[config.mk]
export PLATFORM = sky130hd
export DESIGN_NAME = bus_arbiter
export DESIGN_NICKNAME = d
export VERILOG_FILES = /design/src/rtl/bus_arbiter_pkg.sv /design/src/rtl/rr_pick2.sv /design/src/rtl/bus_arbiter.sv
export SDC_FILE = /design/constraint.sdc
export NUM_CORES = 1
export LEC_CHECK = 0
export CAP_MARGIN = 5
export CORE_ASPECT_RATIO = 0.7
export CORE_UTILIZATION = 30
export DETAILED_ROUTE_END_ITERATION = 12
export GPL_TIMING_DRIVEN = 0
export PLACE_DENSITY = 0.67
export SYNTH_ARGS = -nofsm -noshare
export SYNTH_HDL_FRONTEND = slang
export SYNTH_SLANG_ARGS = --single-unit
[constraint.sdc]
create_clock -name clk -period 2.6 [get_ports clk]
set_input_delay 0.26 -clock clk [delete_from_list [all_inputs] [get_ports clk]]
set_output_delay 0.26 -clock clk [all_outputs]
set_load 0.01 [all_outputs]
[src/rtl/bus_arbiter_pkg.sv]
`default_nettype none
// ============================================================================
// Module      : bus_arbiter_pkg
// Description : Shared types and default constants for the two-master bus
//               arbiter: FSM state encoding, default bus widths and the base
//               address of the memory-mapped IO region.
// Revision    : 1.0 - initial release
// ============================================================================
package bus_arbiter_pkg;

    localparam int C_ADDR_W_DEF  = 8;
    localparam int C_DATA_W_DEF  = 8;
    localparam int C_IO_BASE_DEF = 128;

    typedef enum logic [1:0] {
        ST_IDLE  = 2'd0,
        ST_ISSUE = 2'd1,
        ST_WAIT  = 2'd2,
        ST_DONE  = 2'd3
    } arb_state_t;

endpackage : bus_arbiter_pkg
`default_nettype wire

[src/rtl/rr_pick2.sv]
`default_nettype none
// ============================================================================
// Module      : rr_pick2
// Description : Combinational two-requester round-robin pick. A lone
//               requester always wins; on contention the pointer decides.
// Revision    : 1.0 - initial release
// ============================================================================
module rr_pick2 (
    input  logic [1:0] req_i,
    input  logic       ptr_i,
    output logic       gnt_id_o,
    output logic       gnt_vld_o
);

    // Pick the winner from the request pair and the priority pointer
    always_comb begin
        gnt_vld_o = |req_i;
        gnt_id_o  = 1'b0;
        case (req_i)
            2'b10:   gnt_id_o = 1'b1;
            2'b11:   gnt_id_o = ptr_i;
            default: gnt_id_o = 1'b0;
        endcase
    end

endmodule : rr_pick2
`default_nettype wire

[src/rtl/bus_arbiter.sv]
`default_nettype none
// ============================================================================
// Module      : bus_arbiter
// Description : Two-master, one-slave bus arbiter. Round-robin grant in IDLE,
//               one-cycle slave strobe, one wait cycle for the registered
//               slave read data, then a one-cycle done pulse. Master 1 can
//               be fenced off the IO region, in which case the transfer runs
//               its full length without a strobe and ends with an error.
// Revision    : 1.0 - initial release
// ============================================================================
module bus_arbiter
    import bus_arbiter_pkg::*;
#(
    parameter int ADDR_W     = C_ADDR_W_DEF,
    parameter int DATA_W     = C_DATA_W_DEF,
    parameter int IO_BASE    = C_IO_BASE_DEF,
    parameter bit M1_IO_LOCK = 1'b1
) (
    input  logic              clk,
    input  logic              rst,
    // master 0
    input  logic              m0_write,
    input  logic              m0_read,
    input  logic [ADDR_W-1:0] m0_addr,
    input  logic [DATA_W-1:0] m0_wdata,
    output logic [DATA_W-1:0] m0_rdata,
    output logic              m0_done,
    output logic              m0_err,
    // master 1
    input  logic              m1_write,
    input  logic              m1_read,
    input  logic [ADDR_W-1:0] m1_addr,
    input  logic [DATA_W-1:0] m1_wdata,
    output logic [DATA_W-1:0] m1_rdata,
    output logic              m1_done,
    output logic              m1_err,
    // slave
    output logic              s_write,
    output logic              s_read,
    output logic [ADDR_W-1:0] s_addr,
    output logic [DATA_W-1:0] s_wdata,
    input  logic [DATA_W-1:0] s_rdata
);

    localparam logic [ADDR_W-1:0] C_IO_BASE = ADDR_W'(IO_BASE);

    arb_state_t state_q;
    logic       ptr_q;      // master preferred on the next contended grant
    logic       id_q;       // master owning the transfer in flight
    logic       wr_q;       // transfer in flight is a write
    logic       lock_q;     // transfer in flight was fenced off the IO region

    logic [1:0]        w_req;
    logic              w_gnt_id;
    logic              w_gnt_vld;
    logic              w_sel_write;
    logic [ADDR_W-1:0] w_sel_addr;
    logic [DATA_W-1:0] w_sel_wdata;
    logic              w_locked;

    assign w_req = {m1_write | m1_read, m0_write | m0_read};

    rr_pick2 u_pick (
        .req_i     (w_req),
        .ptr_i     (ptr_q),
        .gnt_id_o  (w_gnt_id),
        .gnt_vld_o (w_gnt_vld)
    );

    // Route the winning master's request; a simultaneous read+write is a write
    always_comb begin
        w_sel_write = w_gnt_id ? m1_write : m0_write;
        w_sel_addr  = w_gnt_id ? m1_addr  : m0_addr;
        w_sel_wdata = w_gnt_id ? m1_wdata : m0_wdata;
        w_locked    = M1_IO_LOCK && w_gnt_id && (w_sel_addr >= C_IO_BASE);
    end

    // Transfer sequencer: grant, strobe, wait for slave data, report done
    always_ff @(posedge clk) begin
        if (rst) begin
            state_q  <= ST_IDLE;
            ptr_q    <= 1'b0;
            id_q     <= 1'b0;
            wr_q     <= 1'b0;
            lock_q   <= 1'b0;
            s_write  <= 1'b0;
            s_read   <= 1'b0;
            s_addr   <= '0;
            s_wdata  <= '0;
            m0_rdata <= '0;
            m0_done  <= 1'b0;
            m0_err   <= 1'b0;
            m1_rdata <= '0;
            m1_done  <= 1'b0;
            m1_err   <= 1'b0;
        end else begin
            case (state_q)
                ST_IDLE: begin
                    if (w_gnt_vld) begin
                        state_q <= ST_ISSUE;
                        ptr_q   <= ~w_gnt_id;
                        id_q    <= w_gnt_id;
                        wr_q    <= w_sel_write;
                        lock_q  <= w_locked;
                        s_addr  <= w_sel_addr;
                        s_wdata <= w_sel_wdata;
                        // A fenced transfer still runs its slot but never
                        // reaches the slave.
                        s_write <= w_sel_write & ~w_locked;
                        s_read  <= ~w_sel_write & ~w_locked;
                    end
                end
                ST_ISSUE: begin
                    state_q <= ST_WAIT;
                    s_write <= 1'b0;
                    s_read  <= 1'b0;
                end
                ST_WAIT: begin
                    state_q <= ST_DONE;
                    // Slave read data is valid this cycle; writes leave rdata alone
                    if (lock_q) begin
                        m1_rdata <= '0;
                    end else if (!wr_q) begin
                        if (id_q) begin
                            m1_rdata <= s_rdata;
                        end else begin
                            m0_rdata <= s_rdata;
                        end
                    end
                    if (id_q) begin
                        m1_done <= 1'b1;
                        m1_err  <= lock_q;
                    end else begin
                        m0_done <= 1'b1;
                        m0_err  <= lock_q;
                    end
                end
                ST_DONE: begin
                    state_q <= ST_IDLE;
                    m0_done <= 1'b0;
                    m0_err  <= 1'b0;
                    m1_done <= 1'b0;
                    m1_err  <= 1'b0;
                end
                default: begin
                    state_q <= ST_IDLE;
                end
            endcase
        end
    end

endmodule : bus_arbiter
`default_nettype wire

; Word-level counts from Yosys, hierarchy flattened
; Index checks and enable logic that the tools add are counted.
[classes]
n_mux = 21
bitwise_logic = 10
reduce_logical = 12
n_eq_ne = 9
order_cmp = 1
[ops]
columns = cell, count
row1 = 8-bit 2-to-1 mux, 5
row2 = 1-bit case mux with 2 select lines, 7
row3 = 2-bit == test (second input constant), 4
row4 = 8-bit greater-or-equal comparator (second input constant), 1
row5 = 2-bit case mux with 4 select lines, 1
row6 = 2-bit AND reduction, 4
row7 = 1-bit 2-to-1 mux, 7
row8 = 1-bit NOT, 6
row9 = 2-bit nonzero test, 3
row10 = 2-bit by 1-bit inequality test with 1-bit output (second input constant), 2
row11 = 2-bit inequality test (second input constant), 2
row12 = 4-bit AND reduction, 1
row13 = 3-bit AND reduction, 1
row14 = 1-bit AND, 2
row15 = 2-bit by 1-bit == test with 1-bit output (second input constant), 1
row16 = 2-bit zero test, 1
row17 = 2-bit 2-to-1 mux, 1
row18 = 1-bit OR, 2
row19 = 2-bit OR reduction, 1
row20 = 1-bit logical AND, 1
[word_totals]
word_cells = 68
in_bits = 46
reg_bits = 44

; Longest topological paths before layout
[logic_depth]
word_depth = 10
depth_mapped = 8
ltp_nobuf = 6

; Modules after synthesis
; A second synthesis with hierarchy kept.
[hier_totals]
cells_unflattened = 196
area_unflattened_um2 = 1891.8
[modules_own_cells]
columns = mod, cells_per_inst, n_inst, area_per_inst_um2, seq_area_each_um2
row1 = bus_arbiter, 193, 1, 1874.3, 880.8
row2 = rr_pick2, 3, 1, 17.5, 0.0

; Least setup slack after synthesis
; OpenSTA, ideal clock, no wires.
[synth_path]
kind = reg-to-reg
startpoint = register state_q[0]
endpoint = register m0_rdata[5]
setup_time_ps = 135
stages_incl_launch_ff = 9
slack_ps = 1090
period_less_slack_ps = 1510
arrival_ps = 1375
cell_sequence = dfxtp_1 inv_1 ha_1 clkbuf_2 nand2b_1 or3_1 clkbuf_1 nand2_1 a21oi_1
[synth_via]
elab_chain_cells = 2
[synth_lines]
columns = element, line_no
row1 = "start, declared", bus_arbiter.sv:47  ; arb_state_t state_q;
row2 = "start signal, assigned", bus_arbiter.sv:81  ; state_q <= ST_IDLE;
row3 = "start signal, assigned", bus_arbiter.sv:100  ; state_q <= ST_ISSUE;
row4 = "start signal, assigned", bus_arbiter.sv:114  ; state_q <= ST_WAIT;
row5 = 2-bit == test, bus_arbiter.sv:97  ; case (state_q)
row6 = 4-bit AND reduction (no line), -
row7 = "end signal, assigned", bus_arbiter.sv:127  ; m0_rdata <= s_rdata;
row8 = "end, declared", bus_arbiter.sv:26  ; output logic [DATA_W-1:0] m0_rdata,
; Every way passes these cells.
; A chain may end at the register's enable or synchronous reset.

; Worst setup path after layout
[layout_path]
startpoint = register state_q[0]
endpoint = register m0_rdata[1]
; Same word-level chain as after synthesis.

==> impl_metrics.env <==
export IMPL_worstPathMaxFanout=9
export IMPL_clock_fmax_mhz=564.4
export IMPL_setup_repair_after_global_routing_missed_its_margin="false"
export IMPL_vdd_drop_max_v=0.0003773
export IMPL_final_min_period_over_clock_period_pct=68.14
export IMPL_layout_cells_most_common="sky130_fd_sc_hd__clkdlybuf4s50_1"
export IMPL_port_buffer_count=82
export IMPL_seq_area_frac_synth_pct=44.03
export IMPL_setup_failing_eps_final=0
export IMPL_grt_remaining_overflow=0
export IMPL_syn_nets=276
export IMPL_drt_vias_per_instance=4.725
export IMPL_place_ws_ns=0.5879
export IMPL_floorplan_die_height_um=70.33
export IMPL_dieWidth_um=99.61
export IMPL_synth_simple_gate_area_share_pct=23.20
export IMPL_antennaDiodeCount=0
export IMPL_yosys_mux_area_fraction_pct=0
export IMPL_routed_via_count=1923
export IMPL_tightestPinTransition_ns=0.7771
export IMPL_final_min_clock_period_ns=1.772
export IMPL_power_per_cell_area_nw_per_um2=843.4
export IMPL_worst_hold_path_num_cells=2
export IMPL_design_portCount=84
export IMPL_grt_start_max_net_pins=14
export IMPL_finalWorstSetupSlack_ns=0.8283
export IMPL_startpoint_type="flip-flop"
export IMPL_worst_endpoint_data_arrival_time_ns=1.99
export IMPL_postSynthAreaPerCell_sq_um=8.853
export IMPL_antenna_left=0
export IMPL_place_area_sq_um=2935
export IMPL_std_cell_rows=24
export IMPL_drc_errors=0
export IMPL_place_hpwl_um=4131
export IMPL_worst_endpoint_required_ns=2.82
export IMPL_cts_hold_buffers_added=0
export IMPL_synthCells=226
export IMPL_max_slew_margin_rel_pct=48.19
export IMPL_gp_congestion=0.7276
export IMPL_final_core_util_pct=48.03
export IMPL_final_fill_count=629
export IMPL_reg2reg_depth=8
export IMPL_postSynthRegisterBits=44
export IMPL_cts_root_buf="sky130_fd_sc_hd__clkbuf_8"
export IMPL_numClockSinks=44
export IMPL_groute_usage_overall_pct=16.88
export IMPL_post_route_cells_drive_above_1_share_pct=12.03
export IMPL_synth_compound_area_share_pct=25.27
export IMPL_endpoint_kind="flip-flop"
export IMPL_regArea_sq_um=880.8
export IMPL_hold_slack_ns=0.3880
export IMPL_post_synth_xor_area_fraction_pct=0
export IMPL_ctsResizeCount=0
export IMPL_holdCritPathClass="input port to flip-flop"
export IMPL_dieArea_sq_um=7005
export IMPL_cts_buffers=5
export IMPL_clkSlewWorstSetupHoldPaths_ns=0.08
export IMPL_setup_worst_path_class="flip-flop to flip-flop"
export IMPL_clk_insertion_delay_late_ns=0.29
export IMPL_grt_first_pass_wirelength_um=9246
export IMPL_via_count_of_the_first_global_routing_pass=1913
export IMPL_area_growth_syn_to_layout_pct=52.10
export IMPL_floorplan_core_area_sq_um=6336
export IMPL_drt_pre_antenna_iters=4
export IMPL_clock_tree_htree_level_count=2
export IMPL_initial_detailed_routing_violation_count=90
export IMPL_initial_core_util_pct=31.58
export IMPL_main_combinational_cell_family_by_area_after_synthesis="compound AO/OA/AOI/OAI gates"
export IMPL_nNetsFinal=365
export IMPL_final_area_sq_um=3043
export IMPL_synth_warnings=0
export IMPL_grt_antenna_before_repair=0
export IMPL_static_leakage_power_nw=1.100
export IMPL_yosys_area_share_adder_pct=2.502
export IMPL_routed_wire_length_per_instance_um=13.70
export IMPL_slew_viol_final=0
export IMPL_cts_tree="built"
export IMPL_post_cts_setup_buffer_count=0
export IMPL_totalWireLength_um=5577
export IMPL_multi_input_comb_area_sq_um=1020
export IMPL_setup_tns_final_ns=0
export IMPL_status="completed"
export IMPL_clock_tree_buffer_depth=2
export IMPL_final_cell_mix="sky130_fd_sc_hd__clkdlybuf4s50_1 (82), sky130_fd_sc_hd__nand2_1 (59), sky130_fd_sc_hd__dfxtp_1 (44)"
export IMPL_finalHoldViolations=0
export IMPL_finClkSkew_ns=0.006829
export IMPL_post_synth_num_cell_types=36
export IMPL_cap_violations=0
export IMPL_netlist_area_sq_um=2001
-- metrics by stage --
step / total power [mW] / instances
CTS: 2.600 / 407
detailed placement: 2.072 / 399
finish: 2.566 / 407
floorplan: 1.601 / 226
global placement: 2.047 / 399
global route: 2.753 / 407
-- final timing paths --
path              startpoint          end  slack (ns)
hold reg to reg      m1_done      m1_done        0.46
hold / removal           rst   s_wdata[1]        0.39
setup reg to reg  state_q[0]  m0_rdata[1]        0.83
setup / recovery  state_q[0]  m0_rdata[1]        0.83
-- cell families after synthesis --
kind of cell | Yosys count
AND/OR/NAND/NOR | 106
adder cells (fa/ha/maj) | 4
AO/OA/AOI/OAI | 56
flip-flops | 44
buffers and inverters | 16
-- cell type report --
cell class | instances | share of cell area (%)
multi-input cells | 166 | 33.51
flip-flops and latches | 44 | 28.95
repair buffers | 82 | 26.97
well taps | 91 | 3.742
plain buffers | 14 | 3.043
clock buffers | 6 | 2.385
clock inverters | 2 | 1.151
inverters | 2 | 0.2467
-- cell usage after synthesis, drive strengths merged --
cell type  number  area [sq um]
nand2          59         221.5
dfxtp          44         880.8
nor2           31         116.4
a21oi          17         85.08
a311oi         15         225.2
a22oi           9         67.56
buf             8         68.80
clkbuf          6         23.77
ha              4         50.05
o21ai           4         23.77
a211oi          3         27.52
nand3           3         15.01
nor3            3         25.02
a21o            2         15.01
inv             2         7.510
nand2b          2         12.51
nand3b          2         15.01
nor2b           2         15.02
o21a            2         15.01
a21bo           1         10.01
a32oi           1         8.760
nand4b          1         8.760
nor3b           1         7.510
nor4            1         21.27
o21bai          1         11.26
o41ai           1         16.27
or3             1         6.260
-- flip-flops by register name (all words and copies together), names as in the netlist --
name and cells:
m0_rdata 8, m1_rdata 8, s_addr 8, s_wdata 8
state_q 2, id_q 1, lock_q 1, m0_done 1
m0_err 1, m1_done 1, m1_err 1, ptr_q 1
s_read 1, s_write 1, wr_q 1
-- power by group --
part / switching, mW / internal [mW] / total, mW
Combinational: 0.574 / 0.561 / 1.14
Clock: 0.233 / 0.285 / 0.518
Sequential: 0.0920 / 0.821 / 0.913
-- critical path, stage by stage (launching register included) --
cell and delay, ns:
sky130_fd_sc_hd__dfxtp_1 0.38, sky130_fd_sc_hd__inv_1 0.08, sky130_fd_sc_hd__ha_1 0.19, sky130_fd_sc_hd__clkbuf_2 0.16
sky130_fd_sc_hd__nand2b_1 0.18, sky130_fd_sc_hd__or3_1 0.13, sky130_fd_sc_hd__clkbuf_1 0.30, sky130_fd_sc_hd__nand2_1 0.09
sky130_fd_sc_hd__a21oi_1 0.17
-- per-layer routing --
| metal | vias to the layer above | global-route usage [%] | part of all wire [%] |
|---|---|---|---|
| met5 | - | 0 | 0 |
| met4 | 0 | 4.412 | 0.90 |
| met3 | 5 | 4.805 | 6.2 |
| met2 | 52 | 26.62 | 45 |
| met1 | 905 | 22.59 | 48 |
| li1 | 961 | - | - |
Power figures use the tool's default switching activity.
